--- src/rtl/alu_pkg.sv ---
// alu_pkg
//   Shared definitions for the ALU arbiter slice.
//   - Opcode constants the arbiter needs to know about (only OP_MUL changes
//     arbiter timing; the others are listed for the requesters' benefit).
//   - Default settle-cycle counts and the settle counter width.
//   - FSM state encoding for the arbiter.
package alu_pkg;

  localparam logic [3:0] OP_ADD = 4'b0011;
  localparam logic [3:0] OP_SUB = 4'b0100;
  localparam logic [3:0] OP_MUL = 4'b1111;

  // The multiplier inside the ALU is a multicycle path; everything else
  // settles in a single cycle.
  localparam int MUL_CYCLES_DEF  = 4;
  localparam int BASE_CYCLES_DEF = 1;

  // Settle counter width; cycle counts are limited to 1..15.
  localparam int CNT_W = 4;

  typedef enum logic [1:0] {
    IDLE = 2'd0,
    EXEC = 2'd1,
    RESP = 2'd2
  } arb_state_t;

endpackage

--- src/rtl/alu_arbiter_rr_arb2.sv ---
// rr_arb2
//   Two-way round-robin grant, purely combinational.
//   Ports:
//     req_valid [1:0]  in   per-requester request valid
//     last_id          in   requester that owned the most recent response
//     gnt_valid        out  at least one requester is asking
//     gnt_id           out  chosen requester (meaningful when gnt_valid)
module rr_arb2 (
  input  logic [1:0] req_valid,
  input  logic       last_id,
  output logic       gnt_valid,
  output logic       gnt_id
);

  // On a tie the requester that was not served last wins, so two
  // continuously-valid requesters alternate. With a single requester the
  // grant simply follows it.
  always_comb begin
    gnt_valid = |req_valid;
    gnt_id    = 1'b0;
    if (req_valid == 2'b11) begin
      gnt_id = ~last_id;
    end else if (req_valid[1]) begin
      gnt_id = 1'b1;
    end
  end

endmodule

--- src/rtl/alu_arbiter.sv ---
// alu_arbiter
//   Shares one combinational ALU between two requesters. A request is
//   accepted in IDLE, its operands are held on the ALU inputs for an
//   opcode-dependent number of cycles (the multiplier is multicycle), the
//   64-bit result is registered and returned on a valid/ready channel
//   tagged with the owning requester.
//   Ports:
//     clk, rst_n        clock (rising edge) and async active-low reset
//     req_valid/ready   per-requester request handshake (bit i = requester i)
//     req_a/b/op        per-requester payload, requester i in slice i
//     rsp_valid/ready   response handshake
//     rsp_id, rsp_c     response owner and registered ALU result
//     alu_a/b/op        operands/opcode to the shared ALU
//     alu_c             result from the shared ALU
module alu_arbiter
  import alu_pkg::*;
#(
  parameter int DATA_W      = 32,
  parameter int OP_W        = 4,
  parameter int MUL_CYCLES  = MUL_CYCLES_DEF,
  parameter int BASE_CYCLES = BASE_CYCLES_DEF
) (
  input  logic                clk,
  input  logic                rst_n,

  input  logic [1:0]          req_valid,
  output logic [1:0]          req_ready,
  input  logic [2*DATA_W-1:0] req_a,
  input  logic [2*DATA_W-1:0] req_b,
  input  logic [2*OP_W-1:0]   req_op,

  output logic                rsp_valid,
  input  logic                rsp_ready,
  output logic                rsp_id,
  output logic [2*DATA_W-1:0] rsp_c,

  output logic [DATA_W-1:0]   alu_a,
  output logic [DATA_W-1:0]   alu_b,
  output logic [OP_W-1:0]     alu_op,
  input  logic [2*DATA_W-1:0] alu_c
);

  arb_state_t state_q, state_d;

  logic [DATA_W-1:0]   hold_a;
  logic [DATA_W-1:0]   hold_b;
  logic [OP_W-1:0]     hold_op;
  logic                hold_id;
  logic [CNT_W-1:0]    cnt_q;
  logic                last_id_q;
  logic [2*DATA_W-1:0] rsp_c_q;
  logic                rsp_id_q;

  logic                gnt_valid;
  logic                gnt_id;
  logic [DATA_W-1:0]   sel_a;
  logic [DATA_W-1:0]   sel_b;
  logic [OP_W-1:0]     sel_op;

  logic                accept;
  logic                capture;
  logic                rsp_fire;

  // Number of cycles the operands must sit on the ALU before the result is
  // trusted. Unknown opcodes are treated like any single-cycle operation.
  function automatic logic [CNT_W-1:0] settle_cycles(input logic [OP_W-1:0] op);
    if (op == OP_W'(OP_MUL)) begin
      return CNT_W'(MUL_CYCLES);
    end
    return CNT_W'(BASE_CYCLES);
  endfunction

  rr_arb2 u_arb (
    .req_valid (req_valid),
    .last_id   (last_id_q),
    .gnt_valid (gnt_valid),
    .gnt_id    (gnt_id)
  );

  // Payload of whichever requester the arbiter is currently pointing at.
  always_comb begin
    sel_a  = gnt_id ? req_a[DATA_W +: DATA_W] : req_a[0 +: DATA_W];
    sel_b  = gnt_id ? req_b[DATA_W +: DATA_W] : req_b[0 +: DATA_W];
    sel_op = gnt_id ? req_op[OP_W +: OP_W]    : req_op[0 +: OP_W];
  end

  // FSM state register.
  always_ff @(posedge clk or negedge rst_n) begin
    if (!rst_n) begin
      state_q <= IDLE;
    end else begin
      state_q <= state_d;
    end
  end

  // Next-state and handshake outputs. req_ready is only ever raised in IDLE,
  // so a new operation cannot be accepted until the previous response has
  // been taken by the consumer.
  always_comb begin
    state_d   = state_q;
    req_ready = 2'b00;
    rsp_valid = 1'b0;
    accept    = 1'b0;
    capture   = 1'b0;
    rsp_fire  = 1'b0;
    case (state_q)
      IDLE: begin
        if (gnt_valid) begin
          req_ready = gnt_id ? 2'b10 : 2'b01;
          accept    = 1'b1;
          state_d   = EXEC;
        end
      end
      EXEC: begin
        if (cnt_q == '0) begin
          capture = 1'b1;
          state_d = RESP;
        end
      end
      RESP: begin
        rsp_valid = 1'b1;
        if (rsp_ready) begin
          rsp_fire = 1'b1;
          state_d  = IDLE;
        end
      end
      default: begin
        state_d = IDLE;
      end
    endcase
  end

  // Hold registers and settle counter. The hold registers drive the ALU
  // directly, so the operands stay frozen for the whole EXEC window and the
  // multicycle multiplier path sees stable inputs.
  always_ff @(posedge clk or negedge rst_n) begin
    if (!rst_n) begin
      hold_a  <= '0;
      hold_b  <= '0;
      hold_op <= '0;
      hold_id <= 1'b0;
      cnt_q   <= '0;
    end else if (accept) begin
      hold_a  <= sel_a;
      hold_b  <= sel_b;
      hold_op <= sel_op;
      hold_id <= gnt_id;
      cnt_q   <= settle_cycles(sel_op) - CNT_W'(1);
    end else if (state_q == EXEC && cnt_q != '0) begin
      cnt_q <= cnt_q - CNT_W'(1);
    end
  end

  // Response registers. They only load on the final EXEC cycle, so they stay
  // put for as long as the consumer stalls in RESP.
  always_ff @(posedge clk or negedge rst_n) begin
    if (!rst_n) begin
      rsp_c_q  <= '0;
      rsp_id_q <= 1'b0;
    end else if (capture) begin
      rsp_c_q  <= alu_c;
      rsp_id_q <= hold_id;
    end
  end

  // Fairness pointer. It advances only when a response is actually handed
  // over; starting at 1 lets requester 0 win the first tie after reset.
  always_ff @(posedge clk or negedge rst_n) begin
    if (!rst_n) begin
      last_id_q <= 1'b1;
    end else if (rsp_fire) begin
      last_id_q <= rsp_id_q;
    end
  end

  assign alu_a  = hold_a;
  assign alu_b  = hold_b;
  assign alu_op = hold_op;
  assign rsp_c  = rsp_c_q;
  assign rsp_id = rsp_id_q;

endmodule
--- config.mk ---
export PLATFORM = sky130hd
export DESIGN_NAME = alu_arbiter
export DESIGN_NICKNAME = d
export VERILOG_FILES = /design/src/rtl/alu_pkg.sv /design/src/rtl/alu_arbiter_rr_arb2.sv /design/src/rtl/alu_arbiter.sv
export SDC_FILE = /design/constraint.sdc
export NUM_CORES = 1
export LEC_CHECK = 0
export ABC_AREA = 0
export BUFFER_PORTS_ARGS = -buffer_cell sky130_fd_sc_hd__buf_2
export CAP_MARGIN = 20
export CELL_PAD_IN_SITES_DETAIL_PLACEMENT = 1
export CELL_PAD_IN_SITES_GLOBAL_PLACEMENT = 1
export CORE_MARGIN = 5
export CORE_UTILIZATION = 36
export CTS_CLUSTER_SIZE = 10
export DETAILED_ROUTE_END_ITERATION = 8
export HOLD_SLACK_MARGIN = 0.02
export PLACE_DENSITY_LB_ADDON = 0.1
export SLEW_MARGIN = 40
export SYNTH_ARGS = -nofsm -noshare
export SYNTH_HDL_FRONTEND = slang
export SYNTH_HIERARCHICAL = 1
export SYNTH_SLANG_ARGS = --single-unit
--- constraint.sdc ---
create_clock -name clk -period 3.76 [get_ports clk]
set_input_delay 0 -clock clk [delete_from_list [all_inputs] [get_ports clk]]
set_output_delay 0 -clock clk [all_outputs]
set_load 0.005 [all_outputs]
==> results.sh, run 1 <==
export IMPL_status="finished, final reports clean"
export IMPL_place_hpwl_mm=15.3
export IMPL_regArea_mm2=0.00353
export IMPL_postRouteAntennaNets=0
export IMPL_die_y_um=140
export IMPL_holdBufCountCts=201
export IMPL_drtIter0Drc=276
export IMPL_r2r_cells=5
export IMPL_grt_pass1_wl_mm=41.2
export IMPL_cpPeakStageDelay_ps=630
export IMPL_drive_gt1_share_pct=43.6
export IMPL_io_buffers=340
export IMPL_start_kind="flop"
export IMPL_die_area_mm2=0.0196
export IMPL_rsz0062_at_grt="no"
export IMPL_drc=0
export IMPL_crit_path_top_delay_cell="buf_4"
export IMPL_die_w_um=140
export IMPL_power_mw=7.44
export IMPL_gp_congestion=0.823
export IMPL_post_route_util_pct=64.2
export IMPL_hold_violations=0
export IMPL_worst_pin_slew_ps=758
export IMPL_clk_path_buf_depth=2
export IMPL_netlist_area_mm2=0.00608
export IMPL_clock_skew_ps=7.40
export IMPL_cts_resized=0
export IMPL_p_leak_nw=5.52
export IMPL_cp_endpoint="alu_b[12]$_DFFE_PN0P_"
export IMPL_cts_root_buf="clkbuf_16"
export IMPL_ios=341
export IMPL_worst_endpoint_required_ps=4030
export IMPL_cts_tree="built"
export IMPL_cp_startpoint="last_id_q$_DFFE_PN1P_"
export IMPL_layout_min_cycle_time_ps=2450
export IMPL_place_ws_ps=1490
export IMPL_finalCritPeriodShare_pct=65.1
export IMPL_syn_nets=686
export IMPL_ys_warn_count=6
export IMPL_fin_ws_ps=1310
export IMPL_r2r_slack_ps=1310
export IMPL_initial_core_util_pct=36.6
export IMPL_finalNetCount=1224
export IMPL_ys_ff_latch=141
export IMPL_wl_per_cell_um=21.0
export IMPL_avgViaCountPerCell=4.83
export IMPL_path_class="reg2reg"
export IMPL_crit_path_end_kind="flop"
export IMPL_power_density_mw_per_mm2=699
export IMPL_slew_headroom_pct=49.3
export IMPL_grt_usage_pct=27.2
export IMPL_r2r_end="alu_b[12]$_DFFE_PN0P_"
export IMPL_antenna_found_initial=5
export IMPL_first_pass_iters=4
export IMPL_slew_violations=0
export IMPL_worstPathArrival_ps=2720
export IMPL_dp_cells=1018
export IMPL_ctsHtreeMaxLevel=4
export IMPL_num_vias=6061
export IMPL_synth_avg_cell_area_um2=12.7
export IMPL_max_freq_mhz=409
export IMPL_r2r_start="last_id_q$_DFFE_PN1P_"
export IMPL_grt_overflow_total=0
export IMPL_cts_sinks=141
export IMPL_multiInputGateArea_mm2=0.00240
export IMPL_numCtsBuffers=17
export IMPL_ir_drop_mv=0.376
export IMPL_setup_violations=0
export IMPL_min_path_type="in2reg"
export IMPL_synthCells=480
export IMPL_fillers=1811
export IMPL_clkSlewWorstSetupHoldPaths_ps=60
export IMPL_first_global_vias=7203
export IMPL_area_growth_synth_to_final_pct=75.2
export IMPL_core_area_mm2=0.0166
export IMPL_clk_latency_ps=410
export IMPL_drv_cap=0
export IMPL_synthFlopType="dfrtp_1"
export IMPL_ys_types=34
export IMPL_wirelength_mm=26.4
export IMPL_grt_max_degree=81
export IMPL_synth_edf_count=0
export IMPL_final_cells=1255
export IMPL_tns_ps=0
export IMPL_postCtsSetupRepairBufs=0
export IMPL_path_cells="a21boi_4 > buf_4 > mux2i_1 > dlygate4sd3_1 > o21ai_0"
export IMPL_num_rows=47
export IMPL_cp_max_fo=41
export IMPL_ys_async_sr_fraction_pct=100
export IMPL_seq_area_frac_synth_pct=58.1
-- flip-flops by register name, indices dropped and copies added (netlist names) --
| register | cells |
|---|---|
| rsp_c | 64 |
| alu_a | 32 |
| alu_b | 32 |
| alu_op | 4 |
| cnt_q | 4 |
| state_q | 2 |
| hold_id | 1 |
| last_id_q | 1 |
| rsp_id | 1 |
-- cells in the mapped netlist, types with 4 or more instances --
library cell	count	area (um2)
dfrtp_1	140	3500
nand2_1	72	270
o21ai_0	69	345
mux2i_1	68	681
mux2_4	39	586
mux2_2	27	304
clkbuf_1	15	56.3
buf_1	6	22.5
a21oi_1	5	25.0
buf_2	4	20.0
buf_6	4	45.0
nor2_1	4	15.0
-- per-stage QoR --
stage | hold slack, ps | cell area, um2
floorplan | -296 | 6080
global placement | 78.4 | 7990
detailed placement | 90.8 | 8010
CTS | 25.1 | 10600
global route | 90.3 | 10600
finish | 50.2 | 10600
-- cell families after synthesis --
| logic type | synth area share, % |
|---|---|
| compound gates | 7.00 |
| fa+ha+maj | 0.206 |
| buf+inv | 2.68 |
| flops | 58.1 |
| mux | 25.8 |
| simple gates | 6.18 |
-- per-layer routing --
metal | GRT usage, % | vias to the layer above | share of wire [%]
li1 | - | 2754 | -
met1 | 28.2 | 2979 | 36
met2 | 51.3 | 257 | 54
met3 | 7.46 | 69 | 6.0
met4 | 11.6 | 2 | 3.8
met5 | 0 | - | 0.042
-- critical path: cells and delay by family (launching register included) --
| kind | cells | cell delay [ps] |
|---|---|---|
| buf+inv | 2 | 1200 |
| mux | 1 | 290 |
| flops | 1 | 380 |
| compound gates | 2 | 400 |
-- cell type report --
type,count,share of cell area (%)
flip-flops and latches,141,33.2
well taps,220,2.59
repair buffers,549,35.8
diodes,4,0.0941
inverters,3,0.106
clock inverters,13,1.54
clock buffers,19,4.16
multi-input cells,306,22.6
-- how the worst min path moves through the flow --
stage / startpoint / endpoint / slack, ps / cells past startpoint
2_1_floorplan: rst_n / alu_a[0]$_DFFE_PN0P_ / -300 / 0
3_3_place_gp: rst_n / rsp_c[57]$_DFFE_PN0P_ / 80 / 1
3_5_place_dp: rst_n / rsp_c[57]$_DFFE_PN0P_ / 90 / 1
4_1_cts: req_op[2] / alu_op[2]$_DFFE_PN0P_ / 30 / 4
5_1_grt: req_op[2] / alu_op[2]$_DFFE_PN0P_ / 90 / 4
6_report: req_op[2] / alu_op[2]$_DFFE_PN0P_ / 50 / 4
-- cells in the final DEF (no fill, tap or decap), types with 2 or more instances in the layout --
cell type / synthesis / final
nand3_1: 3 / 3
dfrtp_1: 140 / 140
clkinvlp_4: 0 / 2
inv_1: 3 / 3
buf_12: 0 / 2
inv_6: 0 / 2
dlygate4sd3_1: 0 / 201
mux2_4: 39 / 39
mux2_2: 27 / 27
diode_2: 0 / 4
clkbuf_8: 0 / 2
clkbuf_16: 0 / 17
a21oi_1: 5 / 5
buf_4: 1 / 6
clkinv_2: 0 / 3
buf_2: 4 / 339
mux2i_1: 68 / 68
clkinv_4: 0 / 3
and3_1: 2 / 2
o21ai_0: 69 / 69
nand2_1: 72 / 71
bufinv_16: 0 / 3
nor2_1: 4 / 4
-- power breakdown --
| part | switching [mW] | internal, mW |
|---|---|---|
| registers | 0.498 | 2.27 |
| clock network | 0.670 | 1.06 |
| logic | 1.38 | 1.55 |
| total | 2.55 | 4.89 |
Note: power is estimated with default switching activity, not from simulation.
==> run 2, diff against run 1 <==
--- a/config.mk
+++ b/config.mk
@@ -11,7 +11,7 @@
 export CELL_PAD_IN_SITES_DETAIL_PLACEMENT = 1
 export CELL_PAD_IN_SITES_GLOBAL_PLACEMENT = 1
 export CORE_MARGIN = 5
-export CORE_UTILIZATION = 36
+export CORE_UTILIZATION = 30
 export CTS_CLUSTER_SIZE = 10
 export DETAILED_ROUTE_END_ITERATION = 8
 export HOLD_SLACK_MARGIN = 0.02
==> constraint.sdc (replaced) <==
create_clock -name clk -period 2.11 [get_ports clk]
set_input_delay 0 -clock clk [delete_from_list [all_inputs] [get_ports clk]]
set_output_delay 0 -clock clk [all_outputs]
set_load 0.005 [all_outputs]
==> run 2 against run 1 <==
Against the previous run: global-route usage shrank 6.4 points; critical path depth is the same; cell count grew 4.1%; clock skew grew 3.7 ps; via count shrank 3.5%; first-iteration DRC count shrank 44%; register-to-register slack lost 1200 ps; setup slack lost 1200 ps; total power grew 77%; non-clock buffer count grew 1; design area grew 1.7%; critical path type unchanged; largest power group unchanged; highest routed layer unchanged.
==> results.sh, run 2 (synthesized netlist as in run 1, its figures left out) <==
export IMPL_cts_root_buf="clkbuf_16"
export IMPL_cts_tree="built"
export IMPL_clk_latency_ps=420
export IMPL_status="finished, final reports clean"
export IMPL_numCtsBuffers=17
export IMPL_io_buffers=340
export IMPL_drive_gt1_share_pct=43.9
export IMPL_gp_congestion=0.772
export IMPL_ios=341
export IMPL_grt_usage_pct=20.9
export IMPL_wirelength_mm=24.1
export IMPL_core_area_mm2=0.0201
export IMPL_hold_violations=0
export IMPL_ir_drop_mv=0.438
export IMPL_antenna_found_initial=7
export IMPL_drv_cap=0
export IMPL_drc=0
export IMPL_first_pass_iters=4
export IMPL_num_rows=52
export IMPL_met2_usage_pct=37.2
export IMPL_layout_min_cycle_time_ps=1990
export IMPL_start_kind="flop"
export IMPL_use_met1_pct=23.0
export IMPL_place_hpwl_mm=14.8
export IMPL_grt_overflow_total=0
export IMPL_setup_violations=0
export IMPL_regArea_mm2=0.00353
export IMPL_p_leak_nw=5.57
export IMPL_die_area_mm2=0.0232
export IMPL_final_cell_mix="339 x buf_2, 201 x dlygate4sd3_1, 140 x dfrtp_1, 71 x nand2_1, 69 x o21ai_0"
export IMPL_area_growth_synth_to_final_pct=78.1
export IMPL_ctsHtreeMaxLevel=4
export IMPL_fin_ws_ps=124
export IMPL_num_vias=5849
export IMPL_initial_core_util_pct=30.2
export IMPL_die_w_um=152
export IMPL_rsz0062_at_grt="no"
export IMPL_slew_violations=0
export IMPL_crit_path_end_kind="flop"
export IMPL_largest_reg_flops=64
export IMPL_clkSlewWorstSetupHoldPaths_ps=60
export IMPL_path_class="reg2reg"
export IMPL_worstPathArrival_ps=2270
export IMPL_final_common_cell="buf_2"
export IMPL_avgViaCountPerCell=4.48
export IMPL_grt_max_degree=80
export IMPL_clk_path_buf_depth=2
export IMPL_finalNetCount=1225
export IMPL_max_freq_mhz=504
export IMPL_top_usage_layer="met2"
export IMPL_cp_max_fo=19
export IMPL_worst_pin_slew_ps=653
export IMPL_slew_headroom_pct=56.5
export IMPL_finalCritPeriodShare_pct=94.1
export IMPL_die_y_um=152
export IMPL_cts_sinks=141
export IMPL_min_path_type="in2reg"
export IMPL_place_ws_ps=23.0
export IMPL_use_met3_pct=6.87
export IMPL_wl_per_cell_um=18.4
export IMPL_postRouteAntennaNets=0
export IMPL_drtIter0Drc=155
export IMPL_power_density_mw_per_mm2=1220
export IMPL_first_global_vias=6899
export IMPL_grt_pass1_wl_mm=38.9
export IMPL_tns_ps=0
export IMPL_multiInputGateArea_mm2=0.00242
export IMPL_worst_endpoint_required_ps=2390
export IMPL_fillers=2180
export IMPL_clock_skew_ps=11.1
==> run 2: path summary, 6_finish.rpt <==
| kind | from | to | slack, ps | depth (start not counted) |
|---|---|---|---|---|
| setup / recovery | last_id_q$_DFFE_PN1P_ | alu_a[8]$_DFFE_PN0P_ | 120 | 5 |
| hold / removal | req_op[2] | alu_op[2]$_DFFE_PN0P_ | 40 | 4 |
| setup reg to reg | last_id_q$_DFFE_PN1P_ | alu_a[8]$_DFFE_PN0P_ | 120 | 5 |
| hold reg to reg | alu_b[0]$_DFFE_PN0P_ | alu_b[0]$_DFFE_PN0P_ | 470 | 2 |
| max in group asynchronous | rst_n | rsp_c[1]$_DFFE_PN0P_ | 1290 | 3 |
| min in group asynchronous | rst_n | rsp_c[60]$_DFFE_PN0P_ | 130 | 2 |
==> run 2: layout make-up <==
type / instances / share of cell area, %
Timing Repair Buffer: 550 / 35.5
Multi-Input combinational cell: 306 / 22.3
Antenna cell: 6 / 0.139
Tap cell: 270 / 3.12
Inverter: 3 / 0.104
Clock buffer: 21 / 4.25
Sequential cell: 141 / 32.6
Clock inverter: 10 / 1.94
==> run 2: repair_timing <==
item / in CTS / in global routing
buffers inserted: 0 / 1
resized for setup: 3 / 3
pin swaps: 0 / 2
hold buffers: 201 / 0
hold endpoints to repair: 199 / 0
endpoints found under the setup margin: 2 / 1
==> run 2: power by group <==
group,switching (mW),internal (mW)
clock network,1.13,2.28
registers,0.739,4.05
logic,2.27,2.72
==> run 2: critical path: stages (launching register included) <==
cell	delay, ps
dfstp_2	380
a21boi_4	210
buf_4	340
mux2i_1	240
dlygate4sd3_1	580
o21ai_0	90
==> run 2: metal layers <==
metal,vias to the layer above,part of all wire [%]
li1,2756,-
met1,2804,39
met2,242,52
met3,45,6.8
met4,2,2.9
met5,-,0.029
==> run 2: stage by stage <==
| stage | power (mW) | area [um2] | utilization (%) | std cells | hold WS [ps] |
|---|---|---|---|---|---|
| 2_1_floorplan | 7.15 | 6080 | - | 480 | -296 |
| 3_3_place_gp | 9.21 | 8100 | 40.3 | 1068 | 11.7 |
| 3_5_place_dp | 9.40 | 8100 | 40.3 | 1068 | 24.4 |
| 4_1_cts | 13.2 | 10800 | 53.7 | 1300 | 45.0 |
| 5_1_grt | 14.1 | 10800 | 53.8 | 1307 | 65.3 |
| 6_report | 13.2 | 10800 | 53.8 | 1307 | 37.8 |
